## src/rtl/systolic_drain.sv

```systemverilog
// Result drain for the systolic array: snapshots every PE result on `done`,
// converts each to FP16 and streams them out over a valid/ready handshake.
module systolic_drain #(
  parameter int ACC_WIDTH = 32,
  parameter int N         = 2,
  parameter int FRAC_BITS = 10,
  localparam int NE       = N * N,
  localparam int IW       = (NE > 1) ? $clog2(NE) : 1
) (
  input  logic                    clk,
  input  logic                    rst,
  input  logic                    done,
  input  logic [NE*5-1:0]         exp_in,
  input  logic [NE*ACC_WIDTH-1:0] acc_in,
  output logic                    out_valid,
  input  logic                    out_ready,
  output logic [15:0]             out_data,
  output logic [IW-1:0]           out_idx,
  output logic                    out_last,
  output logic                    busy,
  output logic                    overrun
);

  typedef enum logic [1:0] {
    S_IDLE,
    S_CONV,
    S_SEND
  } state_t;

  localparam logic [IW-1:0] LAST_IDX = IW'(NE - 1);

  state_t                 r_state;
  state_t                 w_state_next;
  logic                   w_snap;
  logic                   w_load;
  logic                   w_accept;
  logic [IW-1:0]          r_cnt;
  logic [4:0]             r_exp [NE];
  logic [ACC_WIDTH-1:0]   r_acc [NE];
  logic [4:0]             w_exp_in [NE];
  logic [ACC_WIDTH-1:0]   w_acc_in [NE];
  logic                   r_out_valid;
  logic [15:0]            r_out_data;
  logic [IW-1:0]          r_out_idx;
  logic                   r_out_last;
  logic                   r_overrun;
  logic [15:0]            w_conv;

  for (genvar gi = 0; gi < NE; gi++) begin : g_unpack
    assign w_exp_in[gi] = exp_in[5*gi +: 5];
    assign w_acc_in[gi] = acc_in[ACC_WIDTH*gi +: ACC_WIDTH];
  end

  // Sign-magnitude normalisation to FP16: truncating mantissa, saturate on
  // exponent overflow, flush to signed zero on underflow (no subnormals).
  function automatic logic [15:0] f_to_fp16(input logic [4:0] e,
                                            input logic [ACC_WIDTH-1:0] a);
    logic                 sign;
    logic [ACC_WIDTH-1:0] mag;
    logic [ACC_WIDTH-1:0] norm;
    logic [9:0]           mant;
    int                   p;
    int                   ee;
    sign = a[ACC_WIDTH-1];
    mag  = sign ? (~a + 1'b1) : a;
    p    = 0;
    for (int i = 0; i < ACC_WIDTH; i++) begin
      if (mag[i]) p = i;
    end
    norm = mag << (ACC_WIDTH - 1 - p);
    mant = 10'(norm >> (ACC_WIDTH - 11));
    ee   = int'(e) + p - FRAC_BITS;
    if (mag == '0)      return 16'h0000;
    else if (ee >= 31)  return {sign, 15'h7BFF};
    else if (ee <= 0)   return {sign, 15'h0000};
    else                return {sign, 5'(ee), mant};
  endfunction

  assign w_conv = f_to_fp16(r_exp[r_cnt], r_acc[r_cnt]);

  always_ff @(posedge clk) begin
    if (rst) r_state <= S_IDLE;
    else     r_state <= w_state_next;
  end

  always_comb begin
    w_state_next = r_state;
    w_snap       = 1'b0;
    w_load       = 1'b0;
    w_accept     = 1'b0;
    case (r_state)
      S_IDLE: begin
        if (done) begin
          w_snap       = 1'b1;
          w_state_next = S_CONV;
        end
      end
      S_CONV: begin
        w_load       = 1'b1;
        w_state_next = S_SEND;
      end
      S_SEND: begin
        if (r_out_valid && out_ready) begin
          w_accept     = 1'b1;
          w_state_next = (r_cnt == LAST_IDX) ? S_IDLE : S_CONV;
        end
      end
      default: w_state_next = S_IDLE;
    endcase
  end

  always_ff @(posedge clk) begin
    if (rst) begin
      r_cnt       <= '0;
      r_out_valid <= 1'b0;
      r_out_data  <= '0;
      r_out_idx   <= '0;
      r_out_last  <= 1'b0;
      r_overrun   <= 1'b0;
      for (int i = 0; i < NE; i++) begin
        r_exp[i] <= '0;
        r_acc[i] <= '0;
      end
    end else begin
      if (w_snap) begin
        r_cnt <= '0;
        for (int i = 0; i < NE; i++) begin
          r_exp[i] <= w_exp_in[i];
          r_acc[i] <= w_acc_in[i];
        end
      end
      if (w_load) begin
        r_out_valid <= 1'b1;
        r_out_data  <= w_conv;
        r_out_idx   <= r_cnt;
        r_out_last  <= (r_cnt == LAST_IDX);
      end
      if (w_accept) begin
        r_out_valid <= 1'b0;
        if (r_cnt != LAST_IDX) r_cnt <= r_cnt + 1'b1;
      end
      // Includes the SEND->IDLE edge: a done there is still treated as busy.
      if (done && r_state != S_IDLE) r_overrun <= 1'b1;
    end
  end

  assign out_valid = r_out_valid;
  assign out_data  = r_out_data;
  assign out_idx   = r_out_idx;
  assign out_last  = r_out_last;
  assign busy      = (r_state != S_IDLE);
  assign overrun   = r_overrun;

endmodule

```

## config.mk

```make
export PLATFORM = sky130hd
export DESIGN_NAME = systolic_drain
export DESIGN_NICKNAME = d
export VERILOG_FILES = /design/src/rtl/systolic_drain.sv
export SDC_FILE = /design/constraint.sdc
export NUM_CORES = 1
export LEC_CHECK = 0
export BUFFER_PORTS_ARGS = -buffer_cell sky130_fd_sc_hd__buf_2
export CAP_MARGIN = 0
export CORE_MARGIN = 2
export CORE_UTILIZATION = 52
export CTS_BUF_LIST = sky130_fd_sc_hd__clkbuf_8
export DETAILED_ROUTE_END_ITERATION = 12
export PLACE_DENSITY = 0.74
export SLEW_MARGIN = 20
export SYNTH_ARGS = -nofsm -noshare
export SYNTH_HDL_FRONTEND = slang
export SYNTH_SLANG_ARGS = --single-unit
```

## constraint.sdc

```tcl
create_clock -name clk -period 6.6 [get_ports clk]
set_input_delay 1.32 -clock clk [delete_from_list [all_inputs] [get_ports clk]]
set_output_delay 1.32 -clock clk [all_outputs]
set_load 0.1 [all_outputs]
```

==> impl_metrics.yaml <==
status:
  status: "completed"
synth:
  syn_nets: 1138
  ys_ff_latch: 173
  yosysTopAreaCell: "edfxtp_1"
  synth_common_cells: "and2_1, edfxtp_1, nor2_1, nand2_1, clkbuf_1"
  seq_area_frac_synth: 0.462
  yosysMostFrequentCell: "and2_1"
  syn-cell-area_um2: 10700
  synth_top_area_share: 0.415
  synthArstFlopShare: 0
  synth_area_leaders: "edfxtp_1, and2_1, mux4_2, dfxtp_1, mux2i_1"
  yosysWarnings: 0
  syn_inst: 973
  synth_ff_type: "edfxtp_1"
  synth_edf_count: 148
  synth_area_per_cell_um2: 11.0
  synth_cell_types: 84
clocking:
  insertion_delay_ns: 0.47
  h-tree-depth: 4
  holdBufCountCts: 0
  cts_buffers: 17
  cts_tree: "yes"
  clock_sinks: 173
  clkSlewWorstSetupHoldPaths_ns: 0.11
  cts_root_buffer: "clkbuf_8"
  clock_path_buffers: 2
die:
  row_count: 52
  ioPinCount: 174
  start_util: 0.529
  die_area_um2: 21700
  die_h_um: 147
  die_width_um: 147
  coreArea_um2: 20200
worst_setup_path:
  critPathRequiredTime_ns: 6.98
  end_kind: "register"
  cp.arrival_ns: 6.66
  critPathLaunch: "r_cnt[0]"
  cp-endpoint: "out_data[3]"
  critPathSlowestCell: "mux4_2"
  cp-start-kind: "register"
  ff2ff_path_depth: 26
  cp_num_buf_inv: 5
  cp.depth: 26
  critPathTopFamily: "compound AO/OA/AOI/OAI gates"
  regToRegEndpoint: "out_data[3]"
  critPathMaxFanout: 7
  path_common_cell: "ha_1"
  regToRegStartpoint: "r_cnt[0]"
  path_class: "register to register"
  r2r_slack_ns: 0.32
  cpPeakStageDelay_ns: 0.60
grt:
  grt_pass1_wl_um: 43200
  track_usage: 0.254
  grt_pass1_vias: 8313
  gr-total-overflow: 0
  grt_max_degree: 149
  antenna_found_initial: 0
timing:
  fin_crit_sh: 0.952
  setup_viol: 0
  skew_ns: 0.0215
  fin_setup_tns_ns: 0
  worstMarginPinSlew_ns: 1.01
  maxSlewHeadroom: 0.327
  period_minus_slack_ns: 6.28
  slew_violations: 0
  hold_viol_final: 0
  max_freq_ghz: 0.159
finish:
  multiInputGateArea_um2: 5630
  fillers: 1622
  fin_cells: 1468
  antennaDiodeCount: 0
  utilization: 0.639
  drive_gt1_frac: 0.331
  nets: 1350
  areaGrowthSynthToFinish_pct: 20.8
  regArea_um2: 4950
  final_area_um2: 12900
power_and_ir_drop:
  p_leak_nw: 5.19
  power_frac_comb: 0.376
  clockPowerShare: 0.222
  p_int_mw: 2.05
  power_density_nw_per_um2: 256
  vdd.ir_drop.worst_uv: 133
  total_power_mw: 3.32
  p_sw_mw: 1.27
  swShare: 0.383
  power_frac_seq: 0.402
detailed_routing:
  avgViaCountPerCell: 5.82
  wl_per_cell_um: 18.7
  drc: 0
  drtIter0Drc: 735
  finalWirelength_um: 27500
  drtAntennaViolNets: 0
  dr.pass1.iters: 5
  vias: 8550
flow_run:
  drv_cap: 0
placed_design:
  port_buffers: 173
  dpl.hpwl_um: 20600
  gp_congestion: 0.969
  dpl.cell_count: 1420
  placed_cell_area_um2: 12200
worst_hold_path:
  hold_start: "out_data[11]"
  hold_class: "register to register"
[state kept, by name (all words and copies together) (netlist names)]
name and count:
r_exp 20, out_data 16, out_last 1, r_cnt 2, r_acc 128, overrun 1, out_valid 1, out_idx 2
r_state 2
[layer usage]
layer  track usage  share of wire  wire [um]
met4         0.100          0.031        856
met5             0              0          0
met3        0.0417          0.051       1410
met2         0.403           0.48      13100
met1         0.355           0.44      12100
[cell families after synthesis]
logic type,Yosys count,share of synthesized area
AO/OA/AOI/OAI,228,0.152
AND/OR/NAND/NOR,352,0.184
XOR/XNOR,39,0.0326
buffers and inverters,91,0.0362
multiplexers,77,0.117
flip-flops,173,0.462
adder cells (fa/ha/maj),13,0.0159
[power groups by stage]
stage,Clock [mW],Combinational [mW],Sequential (mW)
final,0.736,1.24,1.33
after detailed placement,0,1.18,1.36
after floorplan,0,0.734,1.47
after CTS,0.748,1.18,1.34
after global placement,0,1.18,1.36
after global routing,0.789,1.34,1.34
[metrics by stage]
step,hold slack (ns),setup WS (ns)
2_1_floorplan,0.501,0.0109
3_3_place_gp,0.440,0.0280
5_1_grt,0.487,-0.0285
3_5_place_dp,0.446,-0.0551
4_1_cts,0.459,0.0460
6_report,0.458,0.319
[worst min-delay path by stage]
stage	endpoint	cells after the start
CTS	out_data[11]	2
global placement	out_data[11]	2
detailed placement	out_data[11]	2
finish	out_data[11]	2
floorplan	r_state[0]	1
global route	out_data[11]	2
[timing repair]
item | in CTS | in global routing
setup endpoints to repair | 6 | 13
pin swaps | 0 | 18
buffers inserted | 4 | 10
gates resized for setup | 2 | 41
cloned | 0 | 2
[layout make-up]
type	count	share of cell area
clock buffer	17	0.0181
clock inverter	15	0.0126
inverter	28	0.00832
multi-input combinational	710	0.435
sequential	173	0.383
tap	270	0.0261
timing repair buffer	255	0.117
[tightest hold or removal path: stages (launching register included)]
cell	delay [ns]
dfxtp_1	0.32
nand2_1	0.05
a21oi_1	0.05
[layout by cell type, fill, tap and decap left out, types with 14 or more instances in the layout]
master    Yosys  final
a21oi_1      39     37
xnor2_1      23     21
nor3_1       19     17
buf_4         1     76
xor2_1       15     15
clkbuf_8      0     17
mux4_2       37     37
a22oi_1      15     14
inv_1        27     27
edfxtp_1    148    148
o21ai_0      39     39
buf_2        14    174
and2_1      152    152
dfxtp_1      25     23
nor2_1       53     51
nand2_1      51     49
mux2i_1      27     27
Note: power is estimated with default switching activity, not from simulation.
